==> config.mk <==
export PLATFORM = sky130hd
export DESIGN_NAME = control_unit_p
export DESIGN_NICKNAME = d
export VERILOG_FILES = /design/src/rtl/control_unit_p.sv
export SDC_FILE = /design/constraint.sdc
export NUM_CORES = 1
export LEC_CHECK = 0
export CAP_MARGIN = 20
export CORE_MARGIN = 3
export CORE_UTILIZATION = 34
export CTS_CLUSTER_DIAMETER = 100
export DETAILED_ROUTE_END_ITERATION = 10
export PLACE_DENSITY = 0.84
export SYNTH_ARGS = -nofsm -noshare
export SYNTH_HDL_FRONTEND = slang
export SYNTH_SLANG_ARGS = --single-unit
==> constraint.sdc <==
create_clock -name clk -period 3 [get_ports clk]
set_input_delay 0.6 -clock clk [delete_from_list [all_inputs] [get_ports clk]]
set_output_delay 0.6 -clock clk [all_outputs]
set_load 0.02 [all_outputs]
==> src/rtl/control_unit_p.sv <==
// Multi-cycle control unit FSM: decodes IR[15:12] and drives datapath strobes combinationally from state and IR.
// Optional feature: define CU_JUMP_EN to enable the JPZ (jump if register zero) instruction.
module control_unit_p #(
    parameter int unsigned D_AW     = 8,
    parameter int unsigned ALU_W    = 3,
    parameter int unsigned ALU_ADD  = 1,
    parameter int unsigned ALU_SUB  = 2,
    parameter int unsigned LOAD_LAT = 1
) (
    input  logic             clk,
    input  logic             reset,
    input  logic [15:0]      IR,
    input  logic             resume,
    input  logic             RF_Rp_zero,
    output logic             IR_ld,
    output logic             PC_clr,
    output logic             PC_up,
    output logic             PC_ld,
    output logic [7:0]       PC_addr,
    output logic [D_AW-1:0]  D_addr,
    output logic             D_wr,
    output logic [1:0]       RF_s,
    output logic [7:0]       RF_imm,
    output logic [3:0]       RF_W_addr,
    output logic [3:0]       RF_Ra_addr,
    output logic [3:0]       RF_Rb_addr,
    output logic             RF_W_en,
    output logic [ALU_W-1:0] ALU_s0,
    output logic             halted,
    output logic [3:0]       state_out
);

    typedef enum logic [3:0] {
        S_INIT    = 4'd0,
        S_FETCH   = 4'd1,
        S_DECODE  = 4'd2,
        S_NOOP    = 4'd3,
        S_LOAD_W  = 4'd4,
        S_LOAD_WR = 4'd5,
        S_STORE   = 4'd6,
        S_ADD     = 4'd7,
        S_SUB     = 4'd8,
        S_HALT    = 4'd9,
        S_LDI     = 4'd10,
        S_JPZ     = 4'd11
    } state_t;

    localparam logic [3:0]       LOAD_LAST = 4'(LOAD_LAT - 1);
    localparam logic [ALU_W-1:0] ALU_ADD_C = ALU_W'(ALU_ADD);
    localparam logic [ALU_W-1:0] ALU_SUB_C = ALU_W'(ALU_SUB);

    state_t     state_reg, state_next;
    logic [3:0] cnt_reg, cnt_next;

    logic [7:0] store_field;
    logic [7:0] load_field;
    assign store_field = IR[7:0];
    assign load_field  = IR[11:4];

    always_ff @(posedge clk or negedge reset) begin
        if (!reset) begin
            state_reg <= S_INIT;
            cnt_reg   <= '0;
        end else begin
            state_reg <= state_next;
            cnt_reg   <= cnt_next;
        end
    end

    always_comb begin
        state_next = state_reg;
        cnt_next   = '0;
        case (state_reg)
            S_INIT:   state_next = S_FETCH;
            S_FETCH:  state_next = S_DECODE;
            S_DECODE: begin
                case (IR[15:12])
                    4'd1:    state_next = S_STORE;
                    4'd2:    state_next = S_LOAD_W;
                    4'd3:    state_next = S_ADD;
                    4'd4:    state_next = S_SUB;
                    4'd5:    state_next = S_HALT;
`ifdef CU_JUMP_EN
                    4'd6:    state_next = S_JPZ;
`endif
                    4'd7:    state_next = S_LDI;
                    default: state_next = S_NOOP;
                endcase
            end
            // Wait counter only ever runs inside LOAD_W; leaving the state leaves it at zero.
            S_LOAD_W: begin
                if (cnt_reg == LOAD_LAST) begin
                    state_next = S_LOAD_WR;
                end else begin
                    cnt_next = cnt_reg + 4'd1;
                end
            end
            S_HALT:   state_next = resume ? S_FETCH : S_HALT;
            default:  state_next = S_FETCH;
        endcase
    end

    always_comb begin
        IR_ld      = 1'b0;
        PC_clr     = 1'b0;
        PC_up      = 1'b0;
        PC_ld      = 1'b0;
        PC_addr    = 8'd0;
        D_addr     = '0;
        D_wr       = 1'b0;
        RF_s       = 2'd0;
        RF_imm     = 8'd0;
        RF_W_addr  = 4'd0;
        RF_Ra_addr = 4'd0;
        RF_Rb_addr = 4'd0;
        RF_W_en    = 1'b0;
        ALU_s0     = '0;
        halted     = 1'b0;
        case (state_reg)
            S_INIT: PC_clr = 1'b1;
            S_FETCH: begin
                PC_up = 1'b1;
                IR_ld = 1'b1;
            end
            S_STORE: begin
                D_addr     = store_field[D_AW-1:0];
                RF_Ra_addr = IR[11:8];
                D_wr       = 1'b1;
            end
            S_LOAD_W: begin
                D_addr    = load_field[D_AW-1:0];
                RF_s      = 2'd1;
                RF_W_addr = IR[3:0];
            end
            S_LOAD_WR: begin
                D_addr    = load_field[D_AW-1:0];
                RF_s      = 2'd1;
                RF_W_addr = IR[3:0];
                RF_W_en   = 1'b1;
            end
            S_ADD, S_SUB: begin
                RF_Ra_addr = IR[11:8];
                RF_Rb_addr = IR[7:4];
                RF_W_addr  = IR[3:0];
                RF_W_en    = 1'b1;
                ALU_s0     = (state_reg == S_ADD) ? ALU_ADD_C : ALU_SUB_C;
            end
            S_LDI: begin
                RF_imm    = IR[11:4];
                RF_s      = 2'd2;
                RF_W_addr = IR[3:0];
                RF_W_en   = 1'b1;
            end
            S_HALT: halted = 1'b1;
`ifdef CU_JUMP_EN
            S_JPZ: begin
                RF_Ra_addr = IR[11:8];
                PC_addr    = IR[7:0];
                PC_ld      = RF_Rp_zero;
            end
`endif
            default: ;
        endcase
    end

`ifndef CU_JUMP_EN
    logic unused_rp_zero;
    assign unused_rp_zero = RF_Rp_zero;
`endif

    assign state_out = state_reg;

endmodule

======== Word-level counts from Yosys, hierarchy flattened ========
Index checks and enable logic that the tools add are counted.
word-level totals
  output and inout port bits .............. 52
  logic and storage cells ................. 45
  flip-flop bits (word level) ............. 8
  input port bits ......................... 20
cells by class
  add/subtract/negate cells ............... 1
  eq/ne operators ......................... 16
  mux-type cells .......................... 19
  reductions and logical operators ........ 7
operators with widths
  operator             count
  $eq 4x3->1 const B   7
  $mux 4               7
  $pmux 4 s6           1
  $pmux 4 s4           1
  $pmux 8 s2           1
  $eq 4x2->1 const B   3
  $eq 4x4->1 const B   3
  $eq 4x1->1 const B   2
  $logic_not 4->1      2
  $mux 8               1
  $mux 1               5
  $reduce_or 5->1      1
  $add 4x1->4 const B  1
  $mux 2               2
  $pmux 2 s2           1
  $reduce_or 2->1      2
  $reduce_or 4->1      1
  $reduce_or 3->1      1
  $ne 2x2->1 const B   1

======== Depth between registers and ports, before layout ========
Gate-level depths: netlist of run 1.
  word-level depth ........................ 3
  gate-level depth with buffers ........... 5
  mapped depth without buffers ............ 4

======== Worst setup path before layout of run 1 ========
No wires, ideal clock.
  path kind ............................... reg2out
  start point ............................. reg state_reg[2] (netlist: state_out[2])
  end point ............................... out RF_imm[0]
  data required time ...................... 2.400 ns
  stages on the path, launching flop included .. 6
  arrival ................................. 1.681 ns
  setup slack ............................. 0.719 ns
  cells stage by stage .................... dfrtp_1 > buf_2 > nand2b_1 > clkbuf_1 > nor2_1 > and2_1
on the way
  cells in the longest elaborated chain, start to end .. 2
RTL lines
  item                    RTL line  source
  from (decl)             52        state_t state_reg, state_next;
  from (signal assigned)  65        state_reg <= state_next;
  $eq 4x4->1              119       case (state_reg)
  $mux 8                  119
  to (decl)               23        output logic [7:0] RF_imm,
Every way passes these cells.

======== Final worst setup path of run 1 ========
  start point ............................. reg state_reg[2] (netlist: state_out[2])
  end point ............................... out RF_W_addr[0]
on the way
  cells in the longest elaborated chain, start to end .. 3
  elaborated cells between the ends (all ways) .. 7
RTL lines
  item                                             RTL line  source
  $eq 4x3->1 / $eq 4x4->1 (equally long branches)  119
  $reduce_or 5->1 (no source line) *               -
  $mux 4 *                                         119
  to (decl)                                        24        output logic [3:0] RF_W_addr,
Every way passes the cells marked *; elsewhere a longest branch is shown, timed or not.

==> results of run 1 <==
-- worst min path at each step --
| stage | to | slack (ps) | from |
|---|---|---|---|
| after detailed placement | cnt_reg[0]$_DFF_PN0_ | 500 | cnt_reg[0]$_DFF_PN0_ |
| after CTS | cnt_reg[0]$_DFF_PN0_ | 510 | cnt_reg[0]$_DFF_PN0_ |
| after global placement | cnt_reg[0]$_DFF_PN0_ | 460 | cnt_reg[0]$_DFF_PN0_ |
| after floorplan | cnt_reg[0]$_DFF_PN0_ | 300 | reset |
| after global routing | cnt_reg[0]$_DFF_PN0_ | 530 | cnt_reg[0]$_DFF_PN0_ |
| final | cnt_reg[0]$_DFF_PN0_ | 500 | cnt_reg[0]$_DFF_PN0_ |
-- cell type report --
cell class,count,area [sq um]
multi-input cells,85,548.0
fillers,207,854.6
flip-flops and latches,8,200.2
well taps,28,35.03
repair buffers,60,600.6
clock buffers,3,22.52
inverters,4,15.01
-- cells in the mapped netlist, types with 2 or more instances --
cell	instances	area (sq um)
ha_1	2	25.02
o21ai_0	2	10.01
nor2b_1	6	37.54
buf_2	2	10.01
nor2_2	2	12.51
and2_1	16	100.1
nor2_1	10	37.54
buf_4	11	82.58
nand2_1	3	11.26
inv_1	4	15.01
dfrtp_1	8	200.2
nor3_1	2	10.01
a22o_1	8	70.07
nand2b_1	4	25.02
xnor2_1	3	26.28
-- timing repair --
action,CTS,global route
setup endpoints to repair,0,4
resized for setup,0,2
hold endpoints to repair,0,0
-- metal layers --
metal | vias up | routed length [microns] | track usage [%]
met2 | 32 | 1492 | 32.09
met5 | - | 0 | 0
met1 | 425 | 1041 | 19.20
met4 | 0 | 86 | 6.597
li1 | 445 | - | -
met3 | 8 | 115 | 3.505
-- placed cells by master, fill, tap and decap left out, types with 2 or more instances in the layout --
master           synthesis  layout
nor2_2                   2       3
nand2_1                  3       3
dfrtp_1                  8       8
inv_1                    4       4
clkbuf_4                 0       3
a22o_1                   8       8
and2_1                  16      16
nor2b_1                  6       6
clkdlybuf4s50_1          0      60
conb_1                   1      10
nor2_1                  10       9
nor3_1                   2       2
xnor2_1                  3       3
ha_1                     2       2
nand2b_1                 4       4
-- worst register-to-register path, stage by stage, from the launching register on --
cell	delay, ps
dfrtp_1	480
nand2b_4	220
or4_1	440
o31ai_1	250
-- through the flow --
stage,hold slack (ps),area (sq um),instances,utilization [%]
finish,501.6,1421,188,62.45
global route,530.7,1421,188,62.45
CTS,507.8,1419,188,62.34
detailed placement,499.8,1396,185,61.35
global placement,464.7,1396,185,61.35
floorplan,304.4,868.3,112,-
-- power by group through the flow --
stage | Clock, mW | Combinational, mW | Sequential [mW]
2_1_floorplan | 0 | 0.240 | 0.165
3_3_place_gp | 0 | 0.377 | 0.170
3_5_place_dp | 0 | 0.380 | 0.173
4_1_cts | 0.0841 | 0.380 | 0.171
5_1_grt | 0.0902 | 0.404 | 0.177
6_report | 0.0798 | 0.381 | 0.171
-- cells by family after synthesis --
logic type / after synthesis / share of synthesized area, %
compound gates: 18 / 17.09
mux: 1 / 1.199
simple gates: 50 / 35.38
flops: 8 / 23.99
fa+ha+maj: 2 / 2.998
other cells: 1 / 0.4493
xor+xnor: 4 / 4.199
buf+inv: 19 / 14.69
==> results.py, run 1 <==
metrics = {
    "floorplanning": {
        "io_pins": 72,
        "rows": 17,
        "die_h_microns": 55.55,
        "die_x_microns": 55.55,
        "core_sq_mm": 0.002276,
        "dieArea_sq_mm": 0.003085,
        "initial_core_util_pct": 36.67,
    },
    "route": {
        "dr.pass1.iters": 4,
        "drt-initial-drc-count": 24,
        "num_vias": 910,
        "ant_nets": 0,
        "drc": 0,
        "wl_per_cell_microns": 14.55,
        "viasPerCell": 4.840,
        "totalWireLength_mm": 2.735,
    },
    "worst_setup_path": {
        "startpoint": "state_out[2]$_DFFE_PN0P_",
        "worst_ep_arrival_time_ps": 2170,
        "path_class": "reg -> out",
        "rrSetupSlack_ps": 1510,
        "worst_setup_path_end_kind": "output pin",
        "worstSetupPathDepth": 4,
        "reg2regPathDepth": 3,
        "slowest_stage": "clkdlybuf4s50_1",
        "critPathTopFamily": "buffers and inverters",
        "start_kind": "flip-flop",
        "crit_required_ps": 2400,
        "cp.buffers_inverters": 1,
        "path_max_fanout": 11,
        "r2r_end": "state_out[2]$_DFFE_PN0P_",
        "r2r_start": "state_out[0]$_DFFE_PN0P_",
        "critPathCapture": "RF_W_addr[0]",
        "path_cells": "nand2b_1, a2bb2oi_1, nor2b_1, clkdlybuf4s50_1",
        "critical-path-max-stage-delay_ps": 570,
    },
    "pwr": {
        "power.leakage_nw": 0.5637,
        "intPower_uw": 354.1,
        "clockPowerShare_pct": 12.6,
        "p_sw_uw": 278.1,
        "finalPower_uw": 632.1,
        "peakVddDrop_mv": 0.3567,
        "switching_share_pct": 43.99,
        "combPwrFrac_pct": 60.3,
        "powerDensity_mw_per_mm2": 444.7,
        "p_seq_share_pct": 27.1,
    },
    "clock_network": {
        "post_cts_buffers": 0,
        "insertion_delay_ps": 250,
        "numClockSinks": 8,
        "clk_pin_slew_ps": 50,
        "cts_htree_levels": 1,
        "cts_tree": "done",
        "cts-buffers-inserted": 3,
        "clock_path_buffers": 2,
        "hold_buffers": 0,
        "cts_root_buf": "clkbuf_4",
    },
    "layout": {
        "fin_nets": 184,
        "n_antenna_cell": 0,
        "drive_above_1_share_pct": 5.625,
        "syn_to_final_growth_pct": 70.31,
    },
    "place": {
        "pre_cts_slack_ps": 415.1,
        "io_buffers": 60,
        "dp_hpwl_mm": 2.319,
        "place_congestion": 0.7211,
    },
    "timing": {
        "setup_viol": 0,
        "min_period_ps": 2767,
        "finalClockSkew_ps": 1.698,
        "fmax_mhz": 361.3,
        "finalWorstSetupSlack_ps": 232.5,
        "slew_viol_final": 0,
        "fin_setup_tns_ps": 0,
        "rsz0062_at_grt": "no",
        "finalCritPeriodShare_pct": 92.25,
        "finalHoldViolCount": 0,
    },
    "logic_synthesis": {
        "synth_cell_types": 35,
        "synth-main-ff-cell": "dfrtp_1",
        "syn_area_per_cell_sq_um": 8.102,
        "synth_edf_count": 0,
        "synthCells": 103,
        "ys_seq_area_share_pct": 23.99,
        "async_flop_share_pct": 100.0,
        "syn-cell-area_sq_um": 834.6,
        "yosys_warnings": 0,
        "ys_ff_latch": 8,
    },
    "grt": {
        "first_global_vias": 895,
        "grt_usage_pct": 17.37,
        "grt_max_degree": 12,
        "grt_overflow_total": 0,
        "antenna_found_initial": 0,
        "grt_first_pass_wirelength_mm": 4.291,
    },
    "min_path": {
        "hp-class": "reg -> reg",
        "hold_depth": 1,
    },
    "flow_run": {
        "drv_cap": 0,
    },
    "run_status": {
        "status": "complete, no violations",
    },
}
(Power assumes the default switching activity.)
==> run 2: changes to the inputs <==
--- a/config.mk
+++ b/config.mk
@@ -10,7 +10,7 @@
 export CORE_UTILIZATION = 34
 export CTS_CLUSTER_DIAMETER = 100
 export DETAILED_ROUTE_END_ITERATION = 10
-export PLACE_DENSITY = 0.84
+export PLACE_DENSITY = 0.95
 export SYNTH_ARGS = -nofsm -noshare
 export SYNTH_HDL_FRONTEND = slang
 export SYNTH_SLANG_ARGS = --single-unit
==> run 2 against run 1 <==
First-iteration DRC count increased by 100%. Sequential cell count unchanged. Final area unchanged. Sequential share of layout area unchanged. Non-clock buffer count unchanged. Combinational power about the same. Routed wire length increased by 3.2%. Worst hold slack improved by 8.4 ps. Final cell count unchanged. Die area unchanged. Fmax decreased by 2.1%. Critical path type unchanged. Critical endpoint is now RF_Ra_addr[3]. Largest power group unchanged. Highest routed layer unchanged.
==> results.py, run 2 (synthesis results as in run 1) <==
metrics = {
    "layout": {
        "fillCellCount": 193,
        "drive_above_1_share_pct": 5.625,
        "multi_input_area_sq_um": 548.0,
        "final_cell_mix": "clkdlybuf4s50_1 (60), and2_1 (16), conb_1 (10)",
        "n_antenna_cell": 0,
        "seq_area_sq_um": 200.2,
        "fin_nets": 184,
        "mostFrequentLayoutCell": "clkdlybuf4s50_1",
        "syn_to_final_growth_pct": 70.31,
    },
    "place": {
        "place_congestion": 0.7437,
        "pre_cts_slack_ps": 390.8,
        "io_buffers": 60,
        "dp_hpwl_mm": 2.293,
    },
    "route": {
        "met2_length_mm": 1.518,
        "ant_nets": 0,
        "wl_met3_microns": 159,
        "dr.pass1.iters": 4,
        "num_vias": 956,
        "totalWireLength_mm": 2.823,
        "viasPerCell": 5.085,
        "drc": 0,
        "wl_per_cell_microns": 15.02,
        "top_layer": "met4",
        "drt-initial-drc-count": 49,
        "m1WireLength_mm": 1.032,
    },
    "grt": {
        "first_global_vias": 936,
        "grt_max_degree": 12,
        "grt_usage_pct": 18.95,
        "grt_overflow_total": 0,
        "grt_first_pass_wirelength_mm": 4.623,
        "antenna_found_initial": 0,
    },
    "timing": {
        "finalCritPeriodShare_pct": 94.21,
        "rsz0062_at_grt": "no",
        "finalHoldViolCount": 0,
        "finalWorstSetupSlack_ps": 173.7,
        "setup_viol": 0,
        "holdWs_ps": 510.0,
        "min_period_ps": 2826,
        "slew_viol_final": 0,
        "fmax_mhz": 353.8,
        "fin_setup_tns_ps": 0,
        "finalClockSkew_ps": 10.53,
    },
    "clock_network": {
        "cts_root_buf": "clkbuf_4",
        "post_cts_buffers": 0,
        "hold_buffers": 0,
        "post_cts_resized": 0,
        "cts-buffers-inserted": 3,
        "numClockSinks": 8,
        "cts_tree": "done",
        "cts_htree_levels": 1,
        "insertion_delay_ps": 270,
        "clk_pin_slew_ps": 60,
        "clock_path_buffers": 2,
    },
    "min_path": {
        "hp-class": "reg -> reg",
    },
    "floorplanning": {
        "rows": 17,
        "die_h_microns": 55.55,
        "core_sq_mm": 0.002276,
        "dieArea_sq_mm": 0.003085,
        "die_x_microns": 55.55,
        "initial_core_util_pct": 36.67,
        "io_pins": 72,
    },
    "worst_setup_path": {
        "startpoint": "state_out[1]$_DFFE_PN0P_",
        "slowest_stage": "clkdlybuf4s50_1",
        "r2r_end": "state_out[2]$_DFFE_PN0P_",
        "worst_setup_path_end_kind": "output pin",
        "path_cells": "or2_2, o2bb2ai_1, and2_1, clkdlybuf4s50_1",
        "critical-path-max-stage-delay_ps": 610,
        "start_kind": "flip-flop",
        "crit_required_ps": 2400,
        "path_class": "reg -> out",
        "path_max_fanout": 10,
        "r2r_start": "state_out[0]$_DFFE_PN0P_",
        "rrSetupSlack_ps": 1500,
        "reg2regPathDepth": 3,
        "critPathCapture": "RF_Ra_addr[3]",
        "worst_ep_arrival_time_ps": 2230,
    },
    "run_status": {
        "status": "complete, no violations",
    },
    "flow_run": {
        "drv_cap": 0,
    },
    "pwr": {
        "powerDensity_mw_per_mm2": 451.2,
        "peakVddDrop_mv": 0.4726,
        "power.leakage_nw": 0.5637,
    },
}
==> run 2: through the flow <==
step | power [mW] | cell area [sq um] | cells | util [%]
3_5_place_dp | 0.5523 | 1396 | 185 | 61.35
4_1_cts | 0.6391 | 1419 | 188 | 62.34
3_3_place_gp | 0.5435 | 1396 | 185 | 61.35
5_1_grt | 0.6739 | 1421 | 188 | 62.45
2_1_floorplan | 0.4057 | 868.3 | 112 | -
6_report | 0.6413 | 1421 | 188 | 62.45
==> run 2: layer usage <==
layer	track usage, %	up-vias
met3	2.336	14
met5	0	-
met1	21.28	441
li1	-	447
met2	33.95	54
met4	10.76	0
==> run 2: critical path: cells and delay by family (launching register included) <==
| family | cells | cell delay, ps |
|---|---|---|
| AND/OR/NAND/NOR | 2 | 570 |
| flip-flops | 1 | 510 |
| buffers and inverters | 1 | 610 |
| AO/OA/AOI/OAI | 1 | 270 |
==> run 2: report_power, final <==
group          total (mW)  internal [mW]  switching, mW
clock network      0.0862         0.0460         0.0402
logic               0.382          0.184          0.198
registers           0.173          0.125         0.0488
total               0.641          0.354          0.287
==> run 2: how the worst min path moves through the flow <==
| stage | slack [ps] | end | cells past startpoint | from |
|---|---|---|---|---|
| after floorplan | 300 | cnt_reg[0]$_DFF_PN0_ | 0 | reset |
| after global placement | 460 | cnt_reg[0]$_DFF_PN0_ | 1 | cnt_reg[0]$_DFF_PN0_ |
| after detailed placement | 500 | cnt_reg[0]$_DFF_PN0_ | 1 | cnt_reg[0]$_DFF_PN0_ |
| after CTS | 510 | cnt_reg[0]$_DFF_PN0_ | 1 | cnt_reg[0]$_DFF_PN0_ |
| after global routing | 540 | cnt_reg[0]$_DFF_PN0_ | 1 | cnt_reg[0]$_DFF_PN0_ |
| final | 510 | cnt_reg[0]$_DFF_PN0_ | 1 | cnt_reg[0]$_DFF_PN0_ |
==> run 2: layout make-up <==
type	count	share of cell area (%)
Timing Repair Buffer	60	42.25
Multi-Input combinational cell	85	38.56
Sequential cell	8	14.08
Tap cell	28	2.465
Clock buffer	3	1.585
Inverter	4	1.056
==> run 3: changes to the inputs <==
--- a/config.mk
+++ b/config.mk
@@ -5,12 +5,14 @@
 export SDC_FILE = /design/constraint.sdc
 export NUM_CORES = 1
 export LEC_CHECK = 0
+export ABC_AREA = 1
 export CAP_MARGIN = 20
 export CORE_MARGIN = 3
-export CORE_UTILIZATION = 34
+export CORE_UTILIZATION = 46
 export CTS_CLUSTER_DIAMETER = 100
 export DETAILED_ROUTE_END_ITERATION = 10
-export PLACE_DENSITY = 0.95
+export DONT_BUFFER_PORTS = 1
+export PLACE_DENSITY = 0.72
 export SYNTH_ARGS = -nofsm -noshare
 export SYNTH_HDL_FRONTEND = slang
 export SYNTH_SLANG_ARGS = --single-unit
==> run 3 against run 2 <==
Area after synthesis up 2.5%. Fmax is 17% higher. Clock-buffer cell count did not move.
==> results.py, run 3 <==
metrics = {
    "run_status": {
        "status": "complete, no violations",
    },
    "place": {
        "place_inst": 160,
        "dp_hpwl_mm": 1.649,
        "place_congestion": 0.7943,
        "io_buffers": 0,
    },
    "pwr": {
        "power.leakage_nw": 0.4939,
        "peakVddDrop_mv": 0.4295,
        "powerDensity_mw_per_mm2": 597.3,
    },
    "floorplanning": {
        "core_sq_mm": 0.001629,
        "initial_core_util_pct": 52.53,
        "rows": 14,
        "io_pins": 72,
        "dieArea_sq_mm": 0.002414,
        "die_x_microns": 49.14,
        "die_h_microns": 49.14,
    },
    "layout": {
        "n_antenna_cell": 0,
        "mostFrequentLayoutCell": "nand2_1",
        "syn_to_final_growth_pct": 0.4385,
        "layout.cells.non_filler": 163,
        "final_cell_mix": "nand2_1 (29), nor2_1 (27), inv_1 (23)",
        "fillCellCount": 176,
        "drive_above_1_share_pct": 17.27,
        "seq_area_sq_um": 200.2,
        "multi_input_area_sq_um": 484.2,
        "fin_nets": 163,
    },
    "logic_synthesis": {
        "synth_most_common_cell": "nand2_1",
        "syn_area_per_cell_sq_um": 6.202,
        "synth-main-ff-cell": "dfrtp_1",
        "synth_cell_types": 25,
        "syn-cell-area_sq_um": 855.8,
        "synth_edf_count": 0,
        "synth.top_cell.area_share_pct": 23.39,
        "synth_top_area_cell": "dfrtp_1",
        "synthCells": 138,
        "async_flop_share_pct": 100.0,
        "synth_top_cells_by_count": "nand2_1 (29), nor2_1 (27), inv_1 (23)",
        "ys_ff_latch": 8,
        "ys_seq_area_share_pct": 23.39,
        "synth_area_leaders": "dfrtp_1 (23%), nand2_1 (13%), nor2_1 (12%)",
        "yosys_warnings": 0,
    },
    "worst_setup_path": {
        "startpoint": "state_out[0]$_DFFE_PN0P_",
        "path_max_fanout": 6,
        "slowest_stage": "dfrtp_1",
        "critPathCapture": "RF_Rb_addr[2]",
        "start_kind": "flip-flop",
        "worst_setup_path_end_kind": "output pin",
        "critical-path-max-stage-delay_ps": 490,
        "worst_ep_arrival_time_ps": 1810,
        "path_class": "reg -> out",
        "path_cells": "inv_1, nor3_2, nor2_2, nor2_1",
        "r2r_start": "state_out[3]$_DFFE_PN0P_",
        "reg2regPathDepth": 7,
        "crit_required_ps": 2400,
        "rrSetupSlack_ps": 1720,
        "r2r_end": "cnt_reg[0]$_DFF_PN0_",
    },
    "clock_network": {
        "post_cts_resized": 0,
        "clock_path_buffers": 2,
        "cts_root_buf": "clkbuf_4",
        "cts_tree": "done",
        "cts_htree_levels": 1,
        "post_cts_buffers": 0,
        "cts-buffers-inserted": 3,
        "hold_buffers": 0,
        "numClockSinks": 8,
        "insertion_delay_ps": 240,
        "clk_pin_slew_ps": 50,
    },
    "grt": {
        "grt_usage_pct": 16.15,
        "grt_overflow_total": 0,
        "first_global_vias": 703,
        "grt_first_pass_wirelength_mm": 3.167,
        "antenna_found_initial": 0,
        "grt_max_degree": 10,
    },
    "timing": {
        "finalHoldViolCount": 0,
        "slew_viol_final": 0,
        "fmax_mhz": 415.6,
        "holdWs_ps": 46.80,
        "fin_setup_tns_ps": 0,
        "timing.slew.headroom_pct": 52.97,
        "finalCritPeriodShare_pct": 80.21,
        "setup_viol": 0,
        "finalClockSkew_ps": 4.614,
        "rsz0062_at_grt": "no",
        "min_period_ps": 2406,
        "worstMarginPinSlew_ps": 698.0,
    },
    "route": {
        "ant_nets": 0,
        "wl_per_cell_microns": 11.52,
        "drc": 0,
        "drt-initial-drc-count": 12,
        "dr.pass1.iters": 4,
        "viasPerCell": 4.712,
        "totalWireLength_mm": 1.878,
        "num_vias": 768,
    },
    "min_path": {
        "hp-class": "in -> async",
    },
    "flow_run": {
        "drv_cap": 0,
    },
}
-- run 3: cell count changes after synthesis, moves of 8 or more --
cell | before | now
nor2_1 | 10 | 27
inv_2 | 0 | 8
and2_1 | 16 | 0
nand2_1 | 3 | 29
inv_1 | 4 | 23
a22o_1 | 8 | 0
-- run 3: layout make-up --
cell class              count  share of cell area, %
inverters                  32                  14.26
multi-input cells          96                  56.33
well taps                  24                  3.493
clock buffers               3                  2.620
flip-flops and latches      8                  23.29
-- run 3: worst min path at each step --
stage / to / slack, ps / cells after the start
6_report: cnt_reg[2]$_DFF_PN0_ / 50 / 0
5_1_grt: cnt_reg[2]$_DFF_PN0_ / 20 / 0
4_1_cts: cnt_reg[2]$_DFF_PN0_ / 40 / 0
3_5_place_dp: cnt_reg[2]$_DFF_PN0_ / 300 / 0
3_3_place_gp: cnt_reg[2]$_DFF_PN0_ / 300 / 0
2_1_floorplan: cnt_reg[0]$_DFF_PN0_ / 300 / 0
-- run 3: logic make-up (layout without fill, tap and decap cells) --
family | Yosys count | after routing | synth area share, %
AOI/OAI and AO/OA | 13 | 13 | 9.210
buffers and inverters | 43 | 35 | 23.98
DFF | 8 | 8 | 23.39
adders and majority gates | 2 | 2 | 2.924
other | 1 | 10 | 0.4382
and+or+nand+nor | 69 | 69 | 38.01
xor gates and xnor gates | 2 | 2 | 2.047
-- run 3: critical path, delay by kind of cell, from the launching register on --
| kind | cells | cell delay, ps |
|---|---|---|
| buf+inv | 1 | 190 |
| simple gates | 3 | 900 |
| flops | 1 | 490 |
-- run 3: per-stage QoR --
step           utilization (%)  instance area [sq um]  setup WS [ps]  total power [mW]
3_3_place_gp             51.38                  837.1          844.4            0.4370
2_1_floorplan                -                  889.6          974.4            0.4278
3_5_place_dp             51.38                  837.1          826.9            0.4402
5_1_grt                  52.76                  859.6          458.3            0.5574
4_1_cts                  52.76                  859.6          564.9            0.5205
6_report                 52.76                  859.6          593.8            0.5134
-- run 3: report_power, final --
| group | internal [mW] | total (mW) | switching (mW) |
|---|---|---|---|
| sequential | 0.125 | 0.168 | 0.0431 |
| combinational | 0.0536 | 0.267 | 0.214 |
| clock | 0.0455 | 0.0780 | 0.0325 |
-- run 3: metal layers --
layer	global-route usage, %	routed length (microns)
met5	0	0
met4	7.109	18
met3	4.893	230
met1	18.05	728
met2	27.90	900
